--- src/rtl/any1_pkg.sv ---
// Shared types and constants for the ANY-1 system bus arbiter.
package any1_pkg;

    // Arbiter tenure states: waiting for requests, or a master owns the bus.
    typedef enum logic [0:0] {
        ARB_IDLE = 1'b0,
        ARB_OWN  = 1'b1
    } arb_state_e;

    // Default watchdog limit in clocks for a hung bus cycle.
    localparam int unsigned ANY1_TOCNT_DEF = 32'd64;

    // Width of a counter that must be able to hold the value tocnt itself.
    function automatic int unsigned tocnt_width(input int unsigned tocnt);
        return $clog2(tocnt + 32'd1);
    endfunction

    // Width of a master index; at least one bit even for a single master.
    function automatic int unsigned idx_width(input int unsigned n);
        return (n > 32'd1) ? $clog2(n) : 32'd1;
    endfunction

endpackage

--- src/rtl/any1_rr_pick.sv ---
// Combinational round-robin picker: starting at last+1 (mod NM), the first
// requesting master wins. Produces a one-hot grant, its index and a valid flag.
module any1_rr_pick
    import any1_pkg::*;
#(
    parameter int unsigned NM = 2,
    parameter int unsigned LW = 1
) (
    input  logic [NM-1:0] req_i,
    input  logic [LW-1:0] last_i,
    output logic [NM-1:0] gnt_o,
    output logic [LW-1:0] idx_o,
    output logic          valid_o
);

    logic [LW-1:0] k_s;
    logic          hit_s;

    // Scan masters in priority order last+1, last+2, ...; first hit wins.
    always_comb begin
        gnt_o   = '0;
        idx_o   = '0;
        valid_o = 1'b0;
        k_s     = '0;
        hit_s   = 1'b0;
        for (int unsigned i = 32'd1; i <= NM; i++) begin
            k_s        = LW'((32'(last_i) + i) % NM);
            hit_s      = ~valid_o & req_i[k_s];
            gnt_o[k_s] = gnt_o[k_s] | hit_s;
            idx_o      = hit_s ? k_s : idx_o;
            valid_o    = valid_o | hit_s;
        end
    end

endmodule

--- src/rtl/any1_bus_arb.sv ---
// Round-robin Wishbone arbiter for the ANY-1 128-bit system bus.
// A granted master keeps the bus for its whole cyc tenure; slave-side
// controls are registered copies of the owner's signals, and stb drops for
// one cycle after every ack/err so a beat is never acknowledged twice.
// Optional feature: define ANY1_BUSARB_TIMEOUT_EN to enable a watchdog that
// errors out a strobe left unanswered for TOCNT clocks.
module any1_bus_arb
    import any1_pkg::*;
#(
    parameter int unsigned NM    = 2,
    parameter int unsigned AW    = 32,
    parameter int unsigned DW    = 128,
    parameter int unsigned TOCNT = ANY1_TOCNT_DEF
) (
    input  logic                 clk_i,
    input  logic                 rst_i,
    input  logic [NM-1:0]        m_cyc_i,
    input  logic [NM-1:0]        m_stb_i,
    input  logic [NM-1:0]        m_we_i,
    input  logic [NM*DW/8-1:0]   m_sel_i,
    input  logic [NM*AW-1:0]     m_adr_i,
    input  logic [NM*DW-1:0]     m_dat_i,
    output logic [NM-1:0]        m_ack_o,
    output logic [NM-1:0]        m_err_o,
    output logic [DW-1:0]        m_dat_o,
    output logic [NM-1:0]        gnt_o,
    output logic                 cyc_o,
    output logic                 stb_o,
    output logic                 we_o,
    output logic [DW/8-1:0]      sel_o,
    output logic [AW-1:0]        adr_o,
    output logic [DW-1:0]        dat_o,
    input  logic                 ack_i,
    input  logic                 err_i,
    input  logic [DW-1:0]        dat_i
);

    localparam int unsigned SW = DW / 8;
    localparam int unsigned LW = idx_width(NM);

    arb_state_e    state_q, state_d;
    logic [NM-1:0] gnt_q,   gnt_d;
    logic [LW-1:0] gidx_q,  gidx_d;
    logic [LW-1:0] last_q,  last_d;
    logic          cyc_q,   cyc_d;
    logic          stb_q,   stb_d;
    logic          we_q,    we_d;
    logic [SW-1:0] sel_q,   sel_d;
    logic [AW-1:0] adr_q,   adr_d;
    logic [DW-1:0] dat_q,   dat_d;

    logic [NM-1:0] pick_gnt_s;
    logic [LW-1:0] pick_idx_s;
    logic          pick_valid_s;

    logic          g_cyc_s;
    logic          g_stb_s;
    logic          g_we_s;
    logic [SW-1:0] g_sel_s;
    logic [AW-1:0] g_adr_s;
    logic [DW-1:0] g_dat_s;

    logic          timeout_s;

    any1_rr_pick #(
        .NM (NM),
        .LW (LW)
    ) u_pick (
        .req_i   (m_cyc_i),
        .last_i  (last_q),
        .gnt_o   (pick_gnt_s),
        .idx_o   (pick_idx_s),
        .valid_o (pick_valid_s)
    );

    // AND-OR multiplexer selecting the current owner's bus signals.
    always_comb begin
        g_cyc_s = 1'b0;
        g_stb_s = 1'b0;
        g_we_s  = 1'b0;
        g_sel_s = '0;
        g_adr_s = '0;
        g_dat_s = '0;
        for (int unsigned k = 32'd0; k < NM; k++) begin
            g_cyc_s = g_cyc_s | (m_cyc_i[k] & (gidx_q == LW'(k)));
            g_stb_s = g_stb_s | (m_stb_i[k] & (gidx_q == LW'(k)));
            g_we_s  = g_we_s  | (m_we_i[k]  & (gidx_q == LW'(k)));
            g_sel_s = g_sel_s | (m_sel_i[k*SW +: SW] & {SW{gidx_q == LW'(k)}});
            g_adr_s = g_adr_s | (m_adr_i[k*AW +: AW] & {AW{gidx_q == LW'(k)}});
            g_dat_s = g_dat_s | (m_dat_i[k*DW +: DW] & {DW{gidx_q == LW'(k)}});
        end
    end

`ifdef ANY1_BUSARB_TIMEOUT_EN
    localparam int unsigned CW = tocnt_width(TOCNT);

    logic [CW-1:0] tocnt_q, tocnt_d;

    // Watchdog fires when a strobe has waited TOCNT clocks with no response.
    assign timeout_s = stb_q & ~ack_i & ~err_i & (tocnt_q == CW'(TOCNT));

    // Count unanswered strobe cycles; any response, idle strobe or firing clears.
    always_comb begin
        tocnt_d = '0;
        if (stb_q & ~ack_i & ~err_i & ~timeout_s) begin
            tocnt_d = tocnt_q + CW'(1'b1);
        end else begin
            tocnt_d = '0;
        end
    end

    // Watchdog counter register.
    always_ff @(posedge clk_i or posedge rst_i) begin
        if (rst_i) begin
            tocnt_q <= '0;
        end else begin
            tocnt_q <= tocnt_d;
        end
    end
`else
    logic unused_tocnt_s;

    assign timeout_s      = 1'b0;
    assign unused_tocnt_s = (TOCNT == 32'd0);
`endif

    // Next-state and registered bus copies for the IDLE/OWN tenure FSM.
    always_comb begin
        state_d = state_q;
        gnt_d   = gnt_q;
        gidx_d  = gidx_q;
        last_d  = last_q;
        cyc_d   = 1'b0;
        stb_d   = 1'b0;
        we_d    = we_q;
        sel_d   = sel_q;
        adr_d   = adr_q;
        dat_d   = dat_q;
        case (state_q)
            ARB_IDLE: begin
                if (pick_valid_s) begin
                    state_d = ARB_OWN;
                    gnt_d   = pick_gnt_s;
                    gidx_d  = pick_idx_s;
                end else begin
                    state_d = ARB_IDLE;
                end
            end
            ARB_OWN: begin
                we_d  = g_we_s;
                sel_d = g_sel_s;
                adr_d = g_adr_s;
                dat_d = g_dat_s;
                if (g_cyc_s) begin
                    cyc_d = 1'b1;
                    stb_d = g_stb_s & ~(ack_i | err_i) & ~timeout_s;
                end else begin
                    state_d = ARB_IDLE;
                    gnt_d   = '0;
                    last_d  = gidx_q;
                end
            end
            default: begin
                state_d = ARB_IDLE;
                gnt_d   = '0;
            end
        endcase
    end

    // State, grant and slave-side output registers.
    always_ff @(posedge clk_i or posedge rst_i) begin
        if (rst_i) begin
            state_q <= ARB_IDLE;
            gnt_q   <= '0;
            gidx_q  <= '0;
            last_q  <= LW'(NM - 32'd1);
            cyc_q   <= 1'b0;
            stb_q   <= 1'b0;
            we_q    <= 1'b0;
            sel_q   <= '0;
            adr_q   <= '0;
            dat_q   <= '0;
        end else begin
            state_q <= state_d;
            gnt_q   <= gnt_d;
            gidx_q  <= gidx_d;
            last_q  <= last_d;
            cyc_q   <= cyc_d;
            stb_q   <= stb_d;
            we_q    <= we_d;
            sel_q   <= sel_d;
            adr_q   <= adr_d;
            dat_q   <= dat_d;
        end
    end

    assign gnt_o   = gnt_q;
    assign cyc_o   = cyc_q;
    assign stb_o   = stb_q;
    assign we_o    = we_q;
    assign sel_o   = sel_q;
    assign adr_o   = adr_q;
    assign dat_o   = dat_q;
    assign m_ack_o = gnt_q & {NM{ack_i}};
    assign m_err_o = gnt_q & {NM{err_i | timeout_s}};
    assign m_dat_o = dat_i;

endmodule

--- config.mk ---
export PLATFORM = sky130hd
export DESIGN_NAME = any1_bus_arb
export DESIGN_NICKNAME = d
export VERILOG_FILES = /design/src/rtl/any1_pkg.sv /design/src/rtl/any1_rr_pick.sv /design/src/rtl/any1_bus_arb.sv
export SDC_FILE = /design/constraint.sdc
export NUM_CORES = 1
export LEC_CHECK = 0
export ABC_AREA = 1
export ABC_CLOCK_PERIOD_IN_PS = 7900
export CORE_AREA = 2 2 316 318
export CTS_BUF_LIST = sky130_fd_sc_hd__clkbuf_4
export DETAILED_ROUTE_END_ITERATION = 7
export DIE_AREA = 0 0 318 320
export GPL_ROUTABILITY_DRIVEN = 0
export PLACE_DENSITY = 0.34
export REMOVE_ABC_BUFFERS = 1
export SETUP_SLACK_MARGIN = 0.02
export SLEW_MARGIN = 40
export SYNTH_ARGS = -nofsm -noshare
export SYNTH_HDL_FRONTEND = slang
export SYNTH_SLANG_ARGS = --single-unit
--- constraint.sdc ---
create_clock -name clk_i -period 7.9 [get_ports clk_i]
set_input_delay 1.185 -clock clk_i [delete_from_list [all_inputs] [get_ports clk_i]]
set_output_delay 1.185 -clock clk_i [all_outputs]
set_load 0.02 [all_outputs]
Yosys cells after proc, flatten, opt, wreduce, memory -nomap -nowiden
Index checks and enable logic that the tools add are counted.

Bits in latches: 0. Memories kept: 0. Output and inout bits: 313. Bits in read-only memories: 0. Word-level logic and storage cells: 78. Bits in registers: 184. RAM bits: 0. Input port bits: 490.

Shift-type cells: 0. Magnitude comparators: 4. Reductions and logical operators: 5. Multiplexer cells: 23. Bitwise gates (word level): 32. Divide/modulo/power cells: 0. Equal/unequal tests: 2. $mul: 0. Add/subtract/negate cells: 2.

Operator list (number): $and A128 B128 Y128 (2); $or A128 B128 Y128 (1); $and A32 B32 Y32 (2); $and A16 B16 Y16 (2); $or A32 B32 Y32 (1); $mux W1 (16); $or A16 B16 Y16 (1); $and A1 B1 Y1 (8); $or A1 B1 Y1 (7); $and A2 B2 Y2 (3); $reduce_and A2 Y1 (3); $not A1 Y1 (5); $lt A1 B2 Y1 const B (2); $mux W2 (2); $ne A2 B2 Y1 const B (2); $pmux W2 S2 (1); $add A1 B1 Y1 const B (2); $bwmux W2 (1); $demux W1 S1 (2); $ge A1 B1 Y1 const B (2); $logic_and A1 B1 Y1 (2); $pmux W1 S2 (1).

Longest topological paths before layout
Word-level depth: 12. Mapped depth: 7. Mapped depth without buffers: 5.

Cells and area by module
From an unflattened synthesis, not the netlist that was laid out.

Cell total of the unflattened synthesis: 1142. Area total of the unflattened synthesis: 9271.4 um^2.

By module, submodules not included: any1_bus_arb (cells an instance 1135, times used 1, area each 9241.4 um^2); any1_rr_pick (cells an instance 7, times used 1, area each 30.0 um^2).

Worst setup path before layout
Ideal clock, no wire load.

Kind: input to output. Start: in ack_i. End: out m_ack_o[0]. Path slack: 5.345 ns. Stages: 2. Arrival time: 1.370 ns. Cell sequence: nand2_1 -> inv_1.

Word-level cells in the longest chain between the ends: 1.

RTL lines: start: declaration (RTL line any1_bus_arb.sv:33) `input logic ack_i,`; $and A2 B2 Y2 (RTL line any1_bus_arb.sv:204) `assign m_ack_o = gnt_q & {NM{ack_i}};`; end: declaration (RTL line any1_bus_arb.sv:23) `output logic [NM-1:0] m_ack_o,`.

Every way passes these cells.

Worst setup path in the final report
Start: in err_i. End: out m_err_o[1].

Word-level cells in the longest chain between the ends: 1.

RTL lines: start: declaration (RTL line any1_bus_arb.sv:34) `input logic err_i,`; $and A2 B2 Y2 (RTL line any1_bus_arb.sv:205) `assign m_err_o = gnt_q & {NM{err_i | timeout_s}};`; end: declaration (RTL line any1_bus_arb.sv:24) `output logic [NM-1:0] m_err_o,`.

Every way passes these cells.

==> flow_metrics.tcl <==
set metrics [dict create \
    synth_largest_type_area_fraction 0.493 \
    finalWorstSetupSlack_ps 4180 \
    critPathArrivalTime_ps 2530 \
    ratio_of_cells_with_drive_above_1_in_the_final_layout 0.0310 \
    synth.area.mux_share 0 \
    timing.critical_path.required_ps 6710 \
    cts.path.max_buffers 2 \
    drv.max_cap_violation_count 0 \
    finClkSkew_ps 39.2 \
    initial_core_util 0.0947 \
    synth_compound_gate_area_share 0.194 \
    route.antenna.remaining_nets 0 \
    drt_first_pass_iters 7 \
    timing.critical_path.to_type "primary output" \
    run_status "complete, no violations" \
    largest_net_degree_at_the_start_of_global_routing 99 \
    place_inst 2771 \
    syn-cell-area_mm2 0.00928 \
    fin_nets 1995 \
    routed_wl_mm 75.5 \
    synthXorXnorAreaFrac 0 \
    final-max-slew-violation-count 0 \
    route.detailed.vias_per_inst 3.59 \
    syn-instance-count 1135 \
    die_w_um 318 \
    grt_setup_unrepaired "false" \
    worst_path_most_repeated_cell "sky130_fd_sc_hd__clkdlybuf4s50_1" \
    cells_on_worst_reg2reg_path 6 \
    globalRouteTotalUtil 0.146 \
    vias 10100 \
    hold_viol 0 \
    vdd.ir_drop.worst_uv 181 \
    synth.largest_area_cell "sky130_fd_sc_hd__dfrtp_1" \
    finalSetupViolCount 0 \
    drt_drc_violations_left 0 \
    post-cts-setup-buffer-count 0 \
    period_share 0.470 \
    netlist_top_cells_area "sky130_fd_sc_hd__dfrtp_1 (49%), sky130_fd_sc_hd__o21ai_0 (11%), sky130_fd_sc_hd__buf_4 (11%), sky130_fd_sc_hd__o21ai_1 (7.8%), sky130_fd_sc_hd__nand2_1 (7.8%)" \
    portBuffers 546 \
    num_io_pins 803 \
    hold_path.class "flop to flop" \
    cp_cell_sequence "clkdlybuf4s50_1, nand2_1, inv_1, clkdlybuf4s50_1" \
    yosysWarningCount 0 \
    h-tree-depth 4 \
    core_region_area_mm2 0.0980 \
    syn2layout_area_growth_pct 66.2 \
    synthSimpleGateAreaFrac 0.153 \
    timing_worst_setup_path_type "primary input to primary output" \
    min_path_cells 2 \
    yosys.cell_types.count 16 \
    layout.cell_area.non_filler_mm2 0.0154 \
    globalRouteOverflowTotal 0 \
    antenna_found_initial 2 \
    fp.dieArea_mm2 0.102 \
    ctsRootBufferMaster "sky130_fd_sc_hd__clkbuf_4" \
    cts_buffers 17 \
    cts.hold.buffers_added 0 \
    grt_pass1_vias 10100 \
    cts.clk_slew.worst_paths_ps 200 \
    timing.critical_path.slowest_cell_delay_ps 600 \
    cpMaxStageDelayCell "sky130_fd_sc_hd__clkdlybuf4s50_1" \
    worstPathMaxFanout 3 \
    numClockSinks 184 \
    grt_pass1_wl_mm 98.5 \
    min_period_ps 3720 \
    post_drt_wl_per_cell_um 26.9 \
    postSynthAreaPerCell_um2 8.18 \
    instances_no_fill 2810 \
    synth.ff_latch_count 184 \
    insertion_delay_ps 780 \
    tightest_slew_ps 826 \
    seq_area_frac_synth 0.496 \
    startpoint_class_of_the_critical_path "primary input" \
    preCtsSetupSlack_ps 4160 \
    placedInstanceArea_mm2 0.0151 \
    timing.max_slew.rel_slack 0.449 \
    dr.first_iter.drc_count 803 \
    rows 115 \
    cts_tree "built" \
    cts.repair.resized 0 \
    power_density_mw_per_mm2 375 \
    total_leakage_power_nw 5.81 \
    y_dimension_of_the_die_um 320 \
    detailed_place_hpwl_mm 55.8 \
    timing.fmax_mhz 269 \
    synth_top_family_by_area "compound AO/OA/AOI/OAI gates" \
    finalSetupTns_ps 0 \
    synth_adder_area_share 0 \
]
path summary, 6_finish.rpt:
kind / endpoint / startpoint / slack, ps
setup / recovery: m_err_o[1] / err_i / 4180
hold / removal: last_q / last_q / 500
setup reg to reg: gnt_o[1] / gidx_q / 5550
hold reg to reg: last_q / last_q / 500
max in group asynchronous: dat_o[83] / rst_i / 6040
min in group asynchronous: dat_o[16] / rst_i / 770
layout make-up:
| cell class | instances | area [µm²] |
|---|---|---|
| Tap cell | 1287 | 1610 |
| Inverter | 10 | 60.1 |
| Clock buffer | 17 | 128 |
| Sequential cell | 184 | 4610 |
| Multi-Input combinational cell | 735 | 3220 |
| Clock inverter | 15 | 148 |
| Antenna cell | 5 | 12.5 |
| Timing Repair Buffer | 557 | 5640 |
| Fill cell | 11100 | 82600 |
cells in the mapped netlist:
| cell type | instances |
|---|---|
| sky130_fd_sc_hd__buf_2 | 28 |
| sky130_fd_sc_hd__buf_4 | 130 |
| sky130_fd_sc_hd__buf_6 | 14 |
| sky130_fd_sc_hd__clkbuf_1 | 24 |
| sky130_fd_sc_hd__clkbuf_2 | 10 |
| sky130_fd_sc_hd__dfrtp_1 | 183 |
| sky130_fd_sc_hd__dfstp_2 | 1 |
| sky130_fd_sc_hd__inv_1 | 8 |
| sky130_fd_sc_hd__inv_4 | 2 |
| sky130_fd_sc_hd__nand2_1 | 192 |
| sky130_fd_sc_hd__nand3_1 | 5 |
| sky130_fd_sc_hd__nor2_1 | 179 |
| sky130_fd_sc_hd__o211ai_1 | 2 |
| sky130_fd_sc_hd__o21ai_0 | 212 |
| sky130_fd_sc_hd__o21ai_1 | 144 |
| sky130_fd_sc_hd__or2_2 | 1 |
stage by stage:
step | hold WS, ps | total power [W] | util
3_5_place_dp | 473 | 0.00526 | 0.154
6_report | 503 | 0.00579 | 0.157
3_3_place_gp | 468 | 0.00523 | 0.153
4_1_cts | 503 | 0.00593 | 0.157
2_1_floorplan | 461 | 0.00338 | -
5_1_grt | 539 | 0.00625 | 0.157
report_power, final:
| part | switching, W | internal, W |
|---|---|---|
| combinational | 0.00205 | 0.00139 |
| sequential | 0.000311 | 0.00144 |
| clock | 0.000440 | 0.000164 |
cell families after synthesis:
kind of cell,after synthesis
buffers and inverters,216
AND/OR/NAND/NOR,377
AO/OA/AOI/OAI,358
flip-flops,184
flip-flops by register name (all words and copies together) (netlist names):
name	count
cyc_o	1
state_q	1
gnt_o	2
stb_o	1
gidx_q	1
sel_o	16
we_o	1
adr_o	32
last_q	1
dat_o	128
layout by cell type (no fill, tap or decap), drive strengths merged:
cell type and count:
diode 5, clkinv 8, dfstp 1, nand2 192, clkdlybuf4s50 546, dfrtp 183
clkinvlp 1, o211ai 2, nand3 5, bufinv 1, or2 1, buf 11
clkbuf 17, nor2 179, inv 15, o21ai 356
worst max-delay path, delay by kind of cell:
family / cells / cell delay [ps]
and+or+nand+nor: 1 / 80
buffers and inverters: 3 / 1260
layer usage:
| layer | routed length (µm) | track usage | part of all wire |
|---|---|---|---|
| met1 | 29100 | 0.155 | 0.38 |
| met2 | 27600 | 0.179 | 0.36 |
| met3 | 16500 | 0.161 | 0.22 |
| met4 | 1030 | 0.0315 | 0.014 |
| met5 | 1340 | 0.0983 | 0.018 |
Power figures use the tool's default switching activity.
